==> config.mk <==
export PLATFORM = sky130hd
export DESIGN_NAME = hazard_ctrl
export DESIGN_NICKNAME = d
export VERILOG_FILES = /design/src/rtl/hazard_ctrl.sv
export SDC_FILE = /design/constraint.sdc
export NUM_CORES = 1
export LEC_CHECK = 0
export ABC_AREA = 1
export BUFFER_PORTS_ARGS = -buffer_cell sky130_fd_sc_hd__buf_2
export CAP_MARGIN = 5
export CELL_PAD_IN_SITES_DETAIL_PLACEMENT = 1
export CELL_PAD_IN_SITES_GLOBAL_PLACEMENT = 1
export CORE_ASPECT_RATIO = 0.8
export CORE_MARGIN = 2
export CORE_UTILIZATION = 25
export CTS_BUF_LIST = sky130_fd_sc_hd__clkbuf_8
export CTS_CLUSTER_SIZE = 16
export DETAILED_ROUTE_END_ITERATION = 6
export PLACE_DENSITY = 0.67
export REMOVE_ABC_BUFFERS = 1
export SLEW_MARGIN = 20
export SYNTH_ARGS = -nofsm -noshare
export SYNTH_HDL_FRONTEND = slang
export SYNTH_SLANG_ARGS = --single-unit
export TNS_END_PERCENT = 5
==> constraint.sdc <==
create_clock -name clk -period 3.3 [get_ports clk]
set_input_delay 0.495 -clock clk [delete_from_list [all_inputs] [get_ports clk]]
set_output_delay 0.495 -clock clk [all_outputs]
set_load 0.02 [all_outputs]
==> src/rtl/hazard_ctrl.sv <==
// Hazard and sequencing controller: load scoreboard, RAW stall, redirect flush,
// memory-busy freeze with timeout. Optional macro HAZARD_WB_BYPASS_EN.
module hazard_ctrl #(
  parameter int MEM_TIMEOUT = 16
) (
  input  logic        clk,
  input  logic        rst,
  input  logic        valid_id,
  input  logic [4:0]  rs1Addr_id,
  input  logic [4:0]  rs2Addr_id,
  input  logic        rs1Used_id,
  input  logic        rs2Used_id,
  input  logic [4:0]  rdAddr_id,
  input  logic        RegWrite_id,
  input  logic        MemRead_id,
  input  logic        Branch,
  input  logic        Jump,
  input  logic        MemAccess_mem,
  input  logic        MemReady,
  input  logic        RegWrite_wb,
  input  logic        MemtoReg_wb,
  input  logic [4:0]  rdAddr_wb,
  output logic        PCWrite,
  output logic        IFWrite,
  output logic        Stall,
  output logic        IF_flush,
  output logic        Freeze,
  output logic        MemErr,
  output logic [31:0] Pending
);

  typedef enum logic [1:0] {IDLE, WAIT, ERR} state_t;

  localparam logic [7:0] CNT_LAST = 8'(MEM_TIMEOUT - 1);

  state_t      state, state_nxt;
  logic [7:0]  count, count_nxt;
  logic [31:0] pend_q, pend_nxt, pend_view, set_mask, clr_mask;
  logic        freeze_int, hazard, stall_int, set_en, clr_en;

  always_comb begin
    set_mask   = 32'(1) << rdAddr_id;
    clr_mask   = 32'(1) << rdAddr_wb;
    freeze_int = (state != ERR) & MemAccess_mem & ~MemReady;
    clr_en     = RegWrite_wb & MemtoReg_wb & ~freeze_int;
`ifdef HAZARD_WB_BYPASS_EN
    // register file writes through, so a register retiring now is readable now
    pend_view  = pend_q & ~(clr_en ? clr_mask : 32'd0);
`else
    pend_view  = pend_q;
`endif
    hazard     = valid_id &
                 ((rs1Used_id & (rs1Addr_id != 5'd0) & pend_view[rs1Addr_id]) |
                  (rs2Used_id & (rs2Addr_id != 5'd0) & pend_view[rs2Addr_id]));
    stall_int  = ~freeze_int & hazard;
    set_en     = valid_id & MemRead_id & RegWrite_id & (rdAddr_id != 5'd0) &
                 ~stall_int & ~freeze_int;
    pend_nxt   = ((pend_q & ~(clr_en ? clr_mask : 32'd0)) |
                  (set_en ? set_mask : 32'd0)) & ~32'd1;
  end

  // count holds freeze cycles already spent before the current one
  always_comb begin
    state_nxt = state;
    count_nxt = count;
    case (state)
      IDLE: if (MemAccess_mem & ~MemReady) begin
        state_nxt = WAIT;
        count_nxt = 8'd1;
      end
      WAIT: if (MemReady | ~MemAccess_mem) begin
        state_nxt = IDLE;
        count_nxt = 8'd0;
      end else if (count == CNT_LAST) begin
        state_nxt = ERR;
        count_nxt = 8'd0;
      end else begin
        count_nxt = count + 8'd1;
      end
      default: begin
        state_nxt = IDLE;
        count_nxt = 8'd0;
      end
    endcase
  end

  always_ff @(posedge clk) begin
    if (rst) begin
      state  <= IDLE;
      count  <= 8'd0;
      pend_q <= 32'd0;
    end else begin
      state  <= state_nxt;
      count  <= count_nxt;
      pend_q <= pend_nxt;
    end
  end

  always_comb begin
    PCWrite  = 1'b1;
    IFWrite  = 1'b1;
    Stall    = 1'b0;
    IF_flush = 1'b0;
    Freeze   = freeze_int;
    MemErr   = (state == ERR);
    if (rst) begin
      PCWrite  = 1'b0;
      IFWrite  = 1'b0;
      IF_flush = 1'b1;
      Freeze   = 1'b0;
      MemErr   = 1'b0;
    end else if (freeze_int) begin
      PCWrite = 1'b0;
      IFWrite = 1'b0;
    end else if (hazard) begin
      // redirect operands are stale while stalled, so branch is ignored
      Stall   = 1'b1;
      PCWrite = 1'b0;
      IFWrite = 1'b0;
    end else if (valid_id & (Branch | Jump)) begin
      IF_flush = 1'b1;
    end
  end

  assign Pending = pend_q;

endmodule
* Word level (Yosys, flattened, before mapping)
Cells that the tools add are included.
** Cells by class
- Add/subtract/negate cells :: 1
- Magnitude comparators :: 2
- Equal/unequal tests :: 6
- Shift operators :: 2
- Multiplexer cells :: 26
- Bitwise logic cells :: 27
- Reductions and logical operators :: 5
** Operators with widths (number)
- $mux 32 :: 2
- $shl 1x5->32 const A :: 2
- $and 32x32->32 :: 1
- $not 32->32 :: 1
- $or 32x32->32 :: 1
- $mux 8 :: 3
- $and 1x1->1 :: 17
- $pmux 8 s2 :: 1
- $reduce_bool 5->1 :: 3
- $mux 1 :: 14
- $lt 5x6->1 const B :: 2
- $bmux 1 s5 :: 2
- $add 8x1->8 const B :: 1
- $eq 8x4->1 const B :: 1
- $mux 2 :: 3
- $ne 2x2->1 const B :: 2
- $not 1->1 :: 4
- $pmux 2 s2 :: 1
- $ne 3x3->1 const B :: 1
- $or 1x1->1 :: 3
- $eq 2x1->1 const B :: 1
- $eq 2x2->1 const B :: 1
- $logic_not 2->1 :: 1
- $reduce_and 2->1 :: 1
** Storage, ports and cells
- Register bits :: 42
- Bits of input ports :: 33
- Output and inout bits :: 38
- Word-level logic and storage cells :: 73

* Depth between registers and ports, before layout
- Depth after elaboration :: 11
- Depth in mapped cells :: 15

* Worst setup path before layout
OpenSTA, ideal clock, no wires.
- Kind :: input port to output port
- Start point :: input port rs2Addr_id[0]
- End point :: output port PCWrite
- Data arrival time :: 2.035 ns
- Setup slack :: 0.770 ns
- Stages :: 15
- Buffers on the path :: 4
- Cells stage by stage :: buf_6 -> inv_6 -> buf_8 -> nand2_1 -> nand3_1 -> nand3_1 -> nand3_1 -> nand3_2 -> nand3_2 -> nand2_2 -> nand2_4 -> buf_8 -> nand2_1 -> nor2_1 -> buf_4
** Between the ends
- Cells in the longest elaborated chain, start to end :: 8
- Elaborated cells on any way between the ends :: 10
- Those cells by class :: mux: 5; bitwise: 4; reduce/logical: 1
** RTL lines
- start, declared :: RTL line 10 : input logic [4:0] rs2Addr_id,
- $bmux 1 s5 or $reduce_bool 5->1 (tied branches) :: RTL line 54 : (rs2Used_id & (rs2Addr_id != 5'd0) & pend_view[rs2Addr_id]));
- $mux 1 (not written as such) or $and 1x1->1 (tied branches) :: RTL line 54
- $and 1x1->1 * :: RTL line 54
- $or 1x1->1 * :: RTL line 53 : ((rs1Used_id & (rs1Addr_id != 5'd0) & pend_view[rs1Addr_id]) |
- $and 1x1->1 * :: RTL line 52 : hazard = valid_id &
- $mux 1 * (3 in a row)
- end, declared :: RTL line 23 : output logic PCWrite,
Every way passes the cells marked *; elsewhere a longest branch is shown, timed or not. The select of a mux whose other input is x is not followed.

* Final worst setup path
- Start point :: input port rs2Addr_id[0]
- End point :: output port IF_flush
** Between the ends
- Cells in the longest elaborated chain, start to end :: 8
- Elaborated cells on any way between the ends :: 10
- Those cells by class :: mux: 5; bitwise: 4; reduce/logical: 1
** RTL lines
- $bmux 1 s5 or $reduce_bool 5->1 (tied branches) :: RTL line 54
- $mux 1 (not written as such) or $and 1x1->1 (tied branches) :: RTL line 54
- $and 1x1->1 * :: RTL line 54
- $or 1x1->1 * :: RTL line 53
- $and 1x1->1 * :: RTL line 52
- $mux 1 * :: RTL line 115 : end else if (hazard) begin
- $mux 1 * :: RTL line 112 : end else if (freeze_int) begin
- $mux 1 * :: RTL line 106 : if (rst) begin
- end, declared :: RTL line 26 : output logic IF_flush,
Marks and branches as above.

==> run_results.csv <==
group,metric,value,unit
sta,slew_viol_final,0,
global_routing,overflow,0,
clock_network,cts_tree,"built",
cells_and_area,nets,563,
synthesis,synth_warnings,0,
placement,place_inst,674,
floorplan,initial_core_util,25.3,%
clock_network,hold_buffers,0,
worst_setup_path,start_kind,"input pin",
worst_setup_path,crit_type,"in -> out",
outcome,status,"completed",
global_routing,grt_first_pass_wirelength,18500,um
synthesis,yosysSeqAreaShare,26.9,%
sta,tightest_slew,921,ps
synthesis,synth_seq_cells,41,
routing,dr.first_iter.drc_count,349,
routing,viasPerCell,5.20,
routing,firstDrtPassIters,4,
cells_and_area,n_antenna_cell,0,
synthesis,avgSynthCellArea,6.28,um^2
worst_setup_path,r2r_cells,11,
clock_network,root_buffer,"clkbuf_8",
worst_setup_path,path_max_fanout,18,
global_routing,grt_use_total,17.8,%
placement,gp_congestion,0.831,
cells_and_area,final_cells,682,
cells_and_area,design_area,3460,um^2
power_and_ir_drop,power_density,330,nW/um^2
floorplan,die_x,127,um
placement,dpl_cell_area,3340,um^2
synthesis,synth_cell_types,35,
synthesis,netlist_area,3050,um^2
min_path,min_path_cells,2,
clock_network,htreeDepth,2,
sta,fmaxAchievable,373,MHz
power_and_ir_drop,ir_drop,0.148,mV
floorplan,dieArea,13100,um^2
placement,dp.final_hpwl,9010,um
clock_network,clockBufferDepth,2,
clock_network,clk_pin_slew,80,ps
routing,drc_errors,0,
sta,layout_min_cycle_time,2680,ps
clock_network,clk_latency,300,ps
min_path,hold_class,"reg -> reg",
floorplan,rows,36,
global_routing,grt_max_degree,32,
clock_network,ctsResizeCount,0,
cells_and_area,syn_to_final_growth,13.4,%
routing,wirelength,11700,um
power_and_ir_drop,p_leak,1.46,nW
sta,fin_skew,7.33,ps
sta,hold_viol_final,0,
floorplan,num_io_pins,71,
floorplan,core-area,12000,um^2
routing,vias,3549,
worst_setup_path,critical_path_required,2800,ps
routing,final_antenna_net_count,0,
global_routing,first_global_vias,3475,
routing,wl_per_cell,17.2,um
worst_setup_path,cp-end-kind,"primary output",
floorplan,fp.dieH,103,um
placement,portBuffers,69,
sta,final.period_utilization,81.3,%
sta,max_slew_margin,38.5,%
worst_setup_path,worstPathArrival,2190,ps
clock_network,clkSinkCount,41,
clock_network,cts_buffers,5,
cells_and_area,drive_above_1_share,16.8,%
sta,tns,0,ps
clock_network,post_cts_buffers,0,
global_routing,antenna_found_initial,0,
run,cap_violations,0,
synthesis,synthCells,485,
sta,rsz0062_at_grt,"false",
sta,setup_viol,0,
[per-layer routing]
layer | GRT usage (%) | wire, um | vias up | share of wire, %
met5 | 0 | 0 | - | 0
li1 | - | - | 1742 | -
met4 | 4.14 | 157 | 0 | 1.3
met1 | 24.7 | 5780 | 1720 | 49
met2 | 29.5 | 5380 | 74 | 46
met3 | 2.54 | 396 | 13 | 3.4
[synth_stat cells]
cell	number	area (um^2)
or2_1	2	12.5
buf_8	6	90.1
a2111oi_0	3	26.3
buf_4	6	45.0
nand2_4	1	11.3
inv_6	1	8.76
a21boi_0	1	7.51
nand3_1	66	330
a211oi_1	3	22.5
nor4_1	2	12.5
inv_8	1	11.3
nand3_2	3	30.0
or2_2	1	6.26
conb_1	1	3.75
o211ai_1	2	15.0
inv_1	52	195
ha_1	1	12.5
o21ai_0	35	175
clkbuf_4	2	15.0
nand2_1	83	312
nand2_2	1	6.26
nor3_1	9	45.0
dfxtp_1	41	821
a31oi_1	1	6.26
buf_1	2	7.51
buf_6	4	45.0
o2111ai_1	1	8.76
a21oi_1	39	195
clkbuf_1	10	37.5
nor2_1	49	184
o211ai_2	1	12.5
nand4_1	48	300
inv_2	1	3.75
buf_2	5	25.0
o21bai_1	1	7.51
[where the power goes]
| part | leakage [nW] | switching (W) | internal, W |
|---|---|---|---|
| Combinational | 1.07 | 0.000153 | 0.0000566 |
| Clock | 0.0626 | 0.000188 | 0.000244 |
| Sequential | 0.331 | 0.00000271 | 0.000497 |
[flip-flops by register name, indices dropped and copies added, names as in the netlist]
name and cells:
Pending 31, state 2, count 8
[worst max-delay path: stages]
cell      delay (ps)
buf_2            330
inv_6            110
nand2_1           90
nand3_1           70
nand3_1           90
nand2_1           50
nor2_1           100
nand2_1           70
nand3_2           70
nand2_2           70
nand2_4          180
nand2_1          110
o21bai_1         150
buf_2            190
[logic make-up after synthesis]
logic type	after synthesis	synth area share (%)
compound gates	87	15.6
simple gates	265	41.0
buf+inv	90	15.9
fa+ha+maj	1	0.410
flops	41	26.9
other cells	1	0.123
[worst paths after layout]
kind	from	to	slack, ps
worst max register to register	Pending[6]$_SDFF_PP0_	Pending[13]$_SDFF_PP0_	1440
worst min-delay path	count[1]$_SDFFE_PP0P_	count[1]$_SDFFE_PP0P_	500
worst max-delay path	rs2Addr_id[0]	IF_flush	620
worst min register to register	count[1]$_SDFFE_PP0P_	count[1]$_SDFFE_PP0P_	500
[layout by cell type, fill, tap and decap left out, drive strengths merged]
cell,instances
nand2,85
buf,72
nand3,69
inv,56
nor2,49
nand4,48
dfxtp,41
a21oi,39
o21ai,35
nor3,9
clkbuf,6
a211oi,3
a2111oi,3
or2,3
o211ai,3
nor4,2
a21boi,1
o21bai,1
o2111ai,1
a31oi,1
ha,1
conb,1
bufinv,1
[through the flow]
step / hold slack, ps / power [W] / setup slack, ps / util [%]
global placement: 474 / 0.000712 / 785 / 27.8
floorplan: 457 / 0.000618 / 879 / -
global route: 517 / 0.00119 / 432 / 28.7
detailed placement: 484 / 0.000718 / 676 / 27.8
finish: 498 / 0.00114 / 617 / 28.7
CTS: 497 / 0.00115 / 681 / 28.7
[final cells by class]
cell class | instances | area (um^2)
multi-input combinational | 354 | 1740
fill | 1566 | 8570
clock inverter | 2 | 33.8
clock buffer | 6 | 82.6
timing repair buffer | 72 | 368
sequential | 41 | 821
tap | 152 | 190
inverter | 55 | 219
(Power assumes the default switching activity.)
